`src/rtl/pc_flow_ctrl.sv`:
```
// pc_flow_ctrl: fetch-stage PC sequencer with an internal return-address stack and run/halt/fault FSM.
// Optional build macro RAS_WRAP_EN: circular RAS that overwrites the oldest entry on overflow instead of faulting.
module pc_flow_ctrl #(
    parameter int D           = 12,
    parameter int STACK_DEPTH = 8,
    parameter int START_ADDR  = 0
) (
    input  logic                               clk,
    input  logic                               reset,
    input  logic                               start,
    input  logic                               stall,
    input  logic                               halt_instr,
    input  logic                               call,
    input  logic                               ret,
    input  logic                               jump,
    input  logic                               branch_taken,
    input  logic [D-1:0]                       target,
    output logic [D-1:0]                       pc,
    output logic [$clog2(STACK_DEPTH+1)-1:0]   ras_depth,
    output logic                               running,
    output logic                               done,
    output logic                               fault
);
    localparam int DW = $clog2(STACK_DEPTH + 1);
    localparam int PW = $clog2(STACK_DEPTH);
    localparam logic [DW-1:0] DEPTH_FULL = DW'(STACK_DEPTH);
    localparam logic [PW-1:0] PTR_LAST   = PW'(STACK_DEPTH - 1);
    localparam logic [D-1:0]  START_PC   = D'(START_ADDR);

    typedef enum logic [1:0] {S_IDLE, S_RUN, S_HALTED, S_FAULT} state_t;

    state_t         state_reg;
    logic [D-1:0]   pc_reg;
    logic [DW-1:0]  depth_reg;
    logic [PW-1:0]  ptr_reg;
    logic           running_reg;
    logic           done_reg;
    logic           fault_reg;

    logic [D-1:0]   ras_mem [STACK_DEPTH];

    logic [D-1:0]   pc_plus1;
    logic [D-1:0]   ras_top;
    logic [PW-1:0]  ptr_inc;
    logic [PW-1:0]  ptr_dec;
    logic           do_call;
    logic           ras_full;
    logic           push_en;
    logic [DW-1:0]  depth_after_push;

    // ptr_reg is the next write slot; it wraps so the same pointer serves the circular variant.
    assign pc_plus1 = pc_reg + D'(1);
    assign ptr_inc  = (ptr_reg == PTR_LAST) ? '0 : ptr_reg + PW'(1);
    assign ptr_dec  = (ptr_reg == '0) ? PTR_LAST : ptr_reg - PW'(1);
    assign ras_top  = ras_mem[ptr_dec];
    assign ras_full = (depth_reg == DEPTH_FULL);
    assign do_call  = (state_reg == S_RUN) && !stall && !halt_instr && !ret && call;

`ifdef RAS_WRAP_EN
    assign push_en          = do_call;
    assign depth_after_push = ras_full ? depth_reg : depth_reg + DW'(1);
`else
    assign push_en          = do_call && !ras_full;
    assign depth_after_push = depth_reg + DW'(1);
`endif

    // Return-address storage carries no reset; contents are meaningless while depth is 0.
    always_ff @(posedge clk) begin
        if (push_en) begin
            ras_mem[ptr_reg] <= pc_plus1;
        end
    end

    always_ff @(posedge clk or posedge reset) begin
        if (reset) begin
            state_reg   <= S_IDLE;
            pc_reg      <= START_PC;
            depth_reg   <= '0;
            ptr_reg     <= '0;
            running_reg <= 1'b0;
            done_reg    <= 1'b0;
            fault_reg   <= 1'b0;
        end else begin
            case (state_reg)
                S_RUN: begin
                    if (!stall) begin
                        if (halt_instr) begin
                            state_reg   <= S_HALTED;
                            running_reg <= 1'b0;
                            done_reg    <= 1'b1;
                        end else if (ret) begin
                            if (depth_reg == '0) begin
                                state_reg   <= S_FAULT;
                                running_reg <= 1'b0;
                                fault_reg   <= 1'b1;
                            end else begin
                                pc_reg    <= ras_top;
                                depth_reg <= depth_reg - DW'(1);
                                ptr_reg   <= ptr_dec;
                            end
                        end else if (call) begin
                            if (push_en) begin
                                pc_reg    <= target;
                                depth_reg <= depth_after_push;
                                ptr_reg   <= ptr_inc;
                            end else begin
                                state_reg   <= S_FAULT;
                                running_reg <= 1'b0;
                                fault_reg   <= 1'b1;
                            end
                        end else if (jump || branch_taken) begin
                            pc_reg <= target;
                        end else begin
                            pc_reg <= pc_plus1;
                        end
                    end
                end
                default: begin
                    // IDLE, HALTED and FAULT all restart cleanly on start.
                    if (start) begin
                        state_reg   <= S_RUN;
                        pc_reg      <= START_PC;
                        depth_reg   <= '0;
                        ptr_reg     <= '0;
                        running_reg <= 1'b1;
                        done_reg    <= 1'b0;
                        fault_reg   <= 1'b0;
                    end
                end
            endcase
        end
    end

    assign pc        = pc_reg;
    assign ras_depth = depth_reg;
    assign running   = running_reg;
    assign done      = done_reg;
    assign fault     = fault_reg;
endmodule

```
`config.mk`:
```
export PLATFORM = sky130hd
export DESIGN_NAME = pc_flow_ctrl
export DESIGN_NICKNAME = d
export VERILOG_FILES = /design/src/rtl/pc_flow_ctrl.sv
export SDC_FILE = /design/constraint.sdc
export NUM_CORES = 1
export LEC_CHECK = 0
export ABC_AREA = 1
export BUFFER_PORTS_ARGS = -buffer_cell sky130_fd_sc_hd__buf_4
export CAP_MARGIN = 20
export CORE_MARGIN = 2
export CORE_UTILIZATION = 35
export CTS_CLUSTER_SIZE = 40
export DETAILED_ROUTE_END_ITERATION = 6
export PLACE_DENSITY = 0.6
export SLEW_MARGIN = 20
export SYNTH_ARGS = -nofsm -noshare
export SYNTH_HDL_FRONTEND = slang
export SYNTH_SLANG_ARGS = --single-unit
```
`constraint.sdc`:
```
create_clock -name clk -period 3.4 [get_ports clk]
set_clock_uncertainty 0.15 [all_clocks]
set_input_delay 0.68 -clock clk [delete_from_list [all_inputs] [get_ports clk]]
set_output_delay 0.68 -clock clk [all_outputs]
set_load 0.01 [all_outputs]
```
==> flow_summary.toml <==
[routing]
first_pass_iters = 7
via_count = 4450
via_per_inst = 5.14
wl_mm = 15.9
drcViolationCount = 0
drtAntennaViolNets = 0
drt_iter0_drc = 537
wire_per_inst_um = 18.4

[cells_and_area]
instances_no_fill = 866
fin_nets = 666
syn2layout_area_growth_pct = 19.0
final_cell_mix = "173 x nand2_1, 96 x edfxtp_1, 90 x nand3_1"
postLayoutCoreUtil = 0.426
n_antenna_cell = 0
final_common_cell = "nand2_1"
drive_above_1_share = 0.162
largest_reg_flops = 96

[critical_path]
critPathCaptureType = "flop"
cp_max_fo = 44
required_ns = 3.55
crit_type = "flop to flop"
arrival_ns = 2.82
critPathLaunchType = "flop"
rr_worst_depth = 10

[place]
dp_cells = 834
port_buffers = 39
place_ws_ns = 0.746
hpwl_mm = 11.1
gp_congestion = 0.864

[sta]
setup_ws_ns = 0.729
fin_crit_sh = 0.785
rsz0062_at_grt = "no"
fmax_ghz = 0.374
relSlewSlack = 0.427
fin_crit_ns = 2.67
tightest_slew_ns = 0.857
hold_ws_ns = 0.178
hold_viol_final = 0
setup-tns-final_ns = 0
slew_violations = 0
finalSetupViolCount = 0

[clocking]
clkTransAtPathRegs_ns = 0.06
cts_tree = "built"
postCtsSetupBuffers = 0
worstSkewPairLatency_ns = 0.41
htreeDepth = 4
cts_root_buf = "clkbuf_16"
cts.sinks = 120
cts_hold_buf = 0
cts_resized = 0
clock_path_buffers = 2
cts_buffers = 17

[grt]
grt_pass1_wl_mm = 24.8
grt_pass1_vias = 4471
grt_use_met1 = 0.249
globalRouteOverflowTotal = 0
antenna_found_initial = 0
gr-usage-met2 = 0.305
grt_use_met3 = 0.0525
top_usage_layer = "met2"
track_usage = 0.191
grt_max_degree = 45

[pwr]
combPwrFrac = 0.357
p_per_area_mw_per_mm2 = 871
switching_share = 0.397
switchingPower_mw = 2.35
power_frac_seq = 0.347
leakagePower_nw = 2.77
clkPwrFrac = 0.296
peakVddDrop_uv = 379
p_int_mw = 3.57

[synth]
muxShareOfSynthArea = 0
synth_area_leaders = "edfxtp_1 50%, nand2_1 11%, dfrtp_1 11%"
synth_xor_area_frac = 0.00614
yosys.area_share.simple = 0.261
yosys.area.top_type = "edfxtp_1"
synth_fp_nets = 618
synth_compound_area_frac = 0.0497
synth-seq-cells = 120
synth_ff_type = "edfxtp_1"
synth_top_area_frac = 0.505
synth_edf_count = 96
async_reset_ff_frac = 0.200
yosysSeqAreaShare = 0.610
synth_fa_ha_area_frac = 0.0188
syn_area_per_cell_um2 = 9.69
post_synth_instance_area_mm2 = 0.00571
synthCells = 589
ys_warn_count = 0
synth.distinct_cells = 36
synth_top_family_by_area = "simple AND/OR/NAND/NOR gates"

[die]
start_util = 0.358
rows = 46
die_width_um = 132
core_mm2 = 0.0159
io_pins = 40
die-area_mm2 = 0.0174
fp.dieH_um = 132

[run]
drv_cap = 0

[min_path]
hold_class = "input port to async pin"

[outcome]
status = "complete, no violations"
## worst paths after layout
path | start | slack (ns) | endpoint
worst max register to register | ptr_reg[1] | 0.73 | pc[10]
max in group asynchronous | reset | 2.55 | ptr_reg[2]
worst min register to register | running | 0.35 | running
worst max-delay path | ptr_reg[1] | 0.73 | pc[10]
worst min-delay path | reset | 0.18 | pc[6]
min in group clk | stall | 0.34 | done
## stage by stage
stage / area (µm²) / power, mW
6_report: 6800 / 5.92
3_3_place_gp: 6220 / 4.14
4_1_cts: 6800 / 5.94
5_1_grt: 6800 / 6.28
3_5_place_dp: 6220 / 4.18
2_1_floorplan: 5710 / 3.49
## per-layer routing
metal	share of wire	wire length (µm)
met1	0.43	6890
met2	0.47	7500
met3	0.066	1050
met4	0.029	464
met5	0	0
## layout make-up
cell class	count	area [µm²]
tap	216	270
clock inverter	14	149
multi-input combinational	402	1920
sequential	120	3480
clock buffer	18	429
timing repair buffer	50	375
fill	1536	9150
inverter	46	173
## worst max-delay path, cell delays in order (launching register included)
cell and delay (ns):
dfrtp_1 0.40, inv_1 0.11, ha_1 0.25, nand2_4 0.25, nand2_2 0.54, nor2_1 0.28, nand2_1 0.09, nand3_1 0.16
nand2_1 0.09, nor2_1 0.13, a21oi_2 0.06
## synthesized netlist by cell type (2+ instances only)
cell type / instances
inv_2: 7
nand2_4: 3
buf_6: 5
a32oi_1: 2
o21ai_0: 11
ha_1: 7
xor2_1: 3
buf_2: 13
o22ai_1: 2
nand2_2: 4
a21oi_2: 2
edfxtp_1: 96
nor2_2: 2
nor2_1: 59
o21ai_1: 2
nor2_4: 2
dfrtp_1: 24
nand3_1: 90
a21oi_1: 25
nand4_1: 5
nand2_1: 173
inv_1: 38
## cell families (layout without fill, tap and decap cells)
family	Yosys count	in the layout
AO/OA/AOI/OAI	49	49
XOR/XNOR	4	4
adder cells (fa/ha/maj)	8	8
buffers and inverters	67	128
flip-flops	120	120
AND/OR/NAND/NOR	341	341
## power groups by stage
| stage | Sequential [mW] | Combinational [mW] | Clock, mW |
|---|---|---|---|
| 6_report | 2.05 | 2.12 | 1.75 |
| 4_1_cts | 2.05 | 2.11 | 1.77 |
| 2_1_floorplan | 2.05 | 1.43 | 0 |
| 5_1_grt | 2.07 | 2.37 | 1.84 |
| 3_5_place_dp | 2.08 | 2.10 | 0 |
| 3_3_place_gp | 2.07 | 2.07 | 0 |
Power figures use the tool's default switching activity.
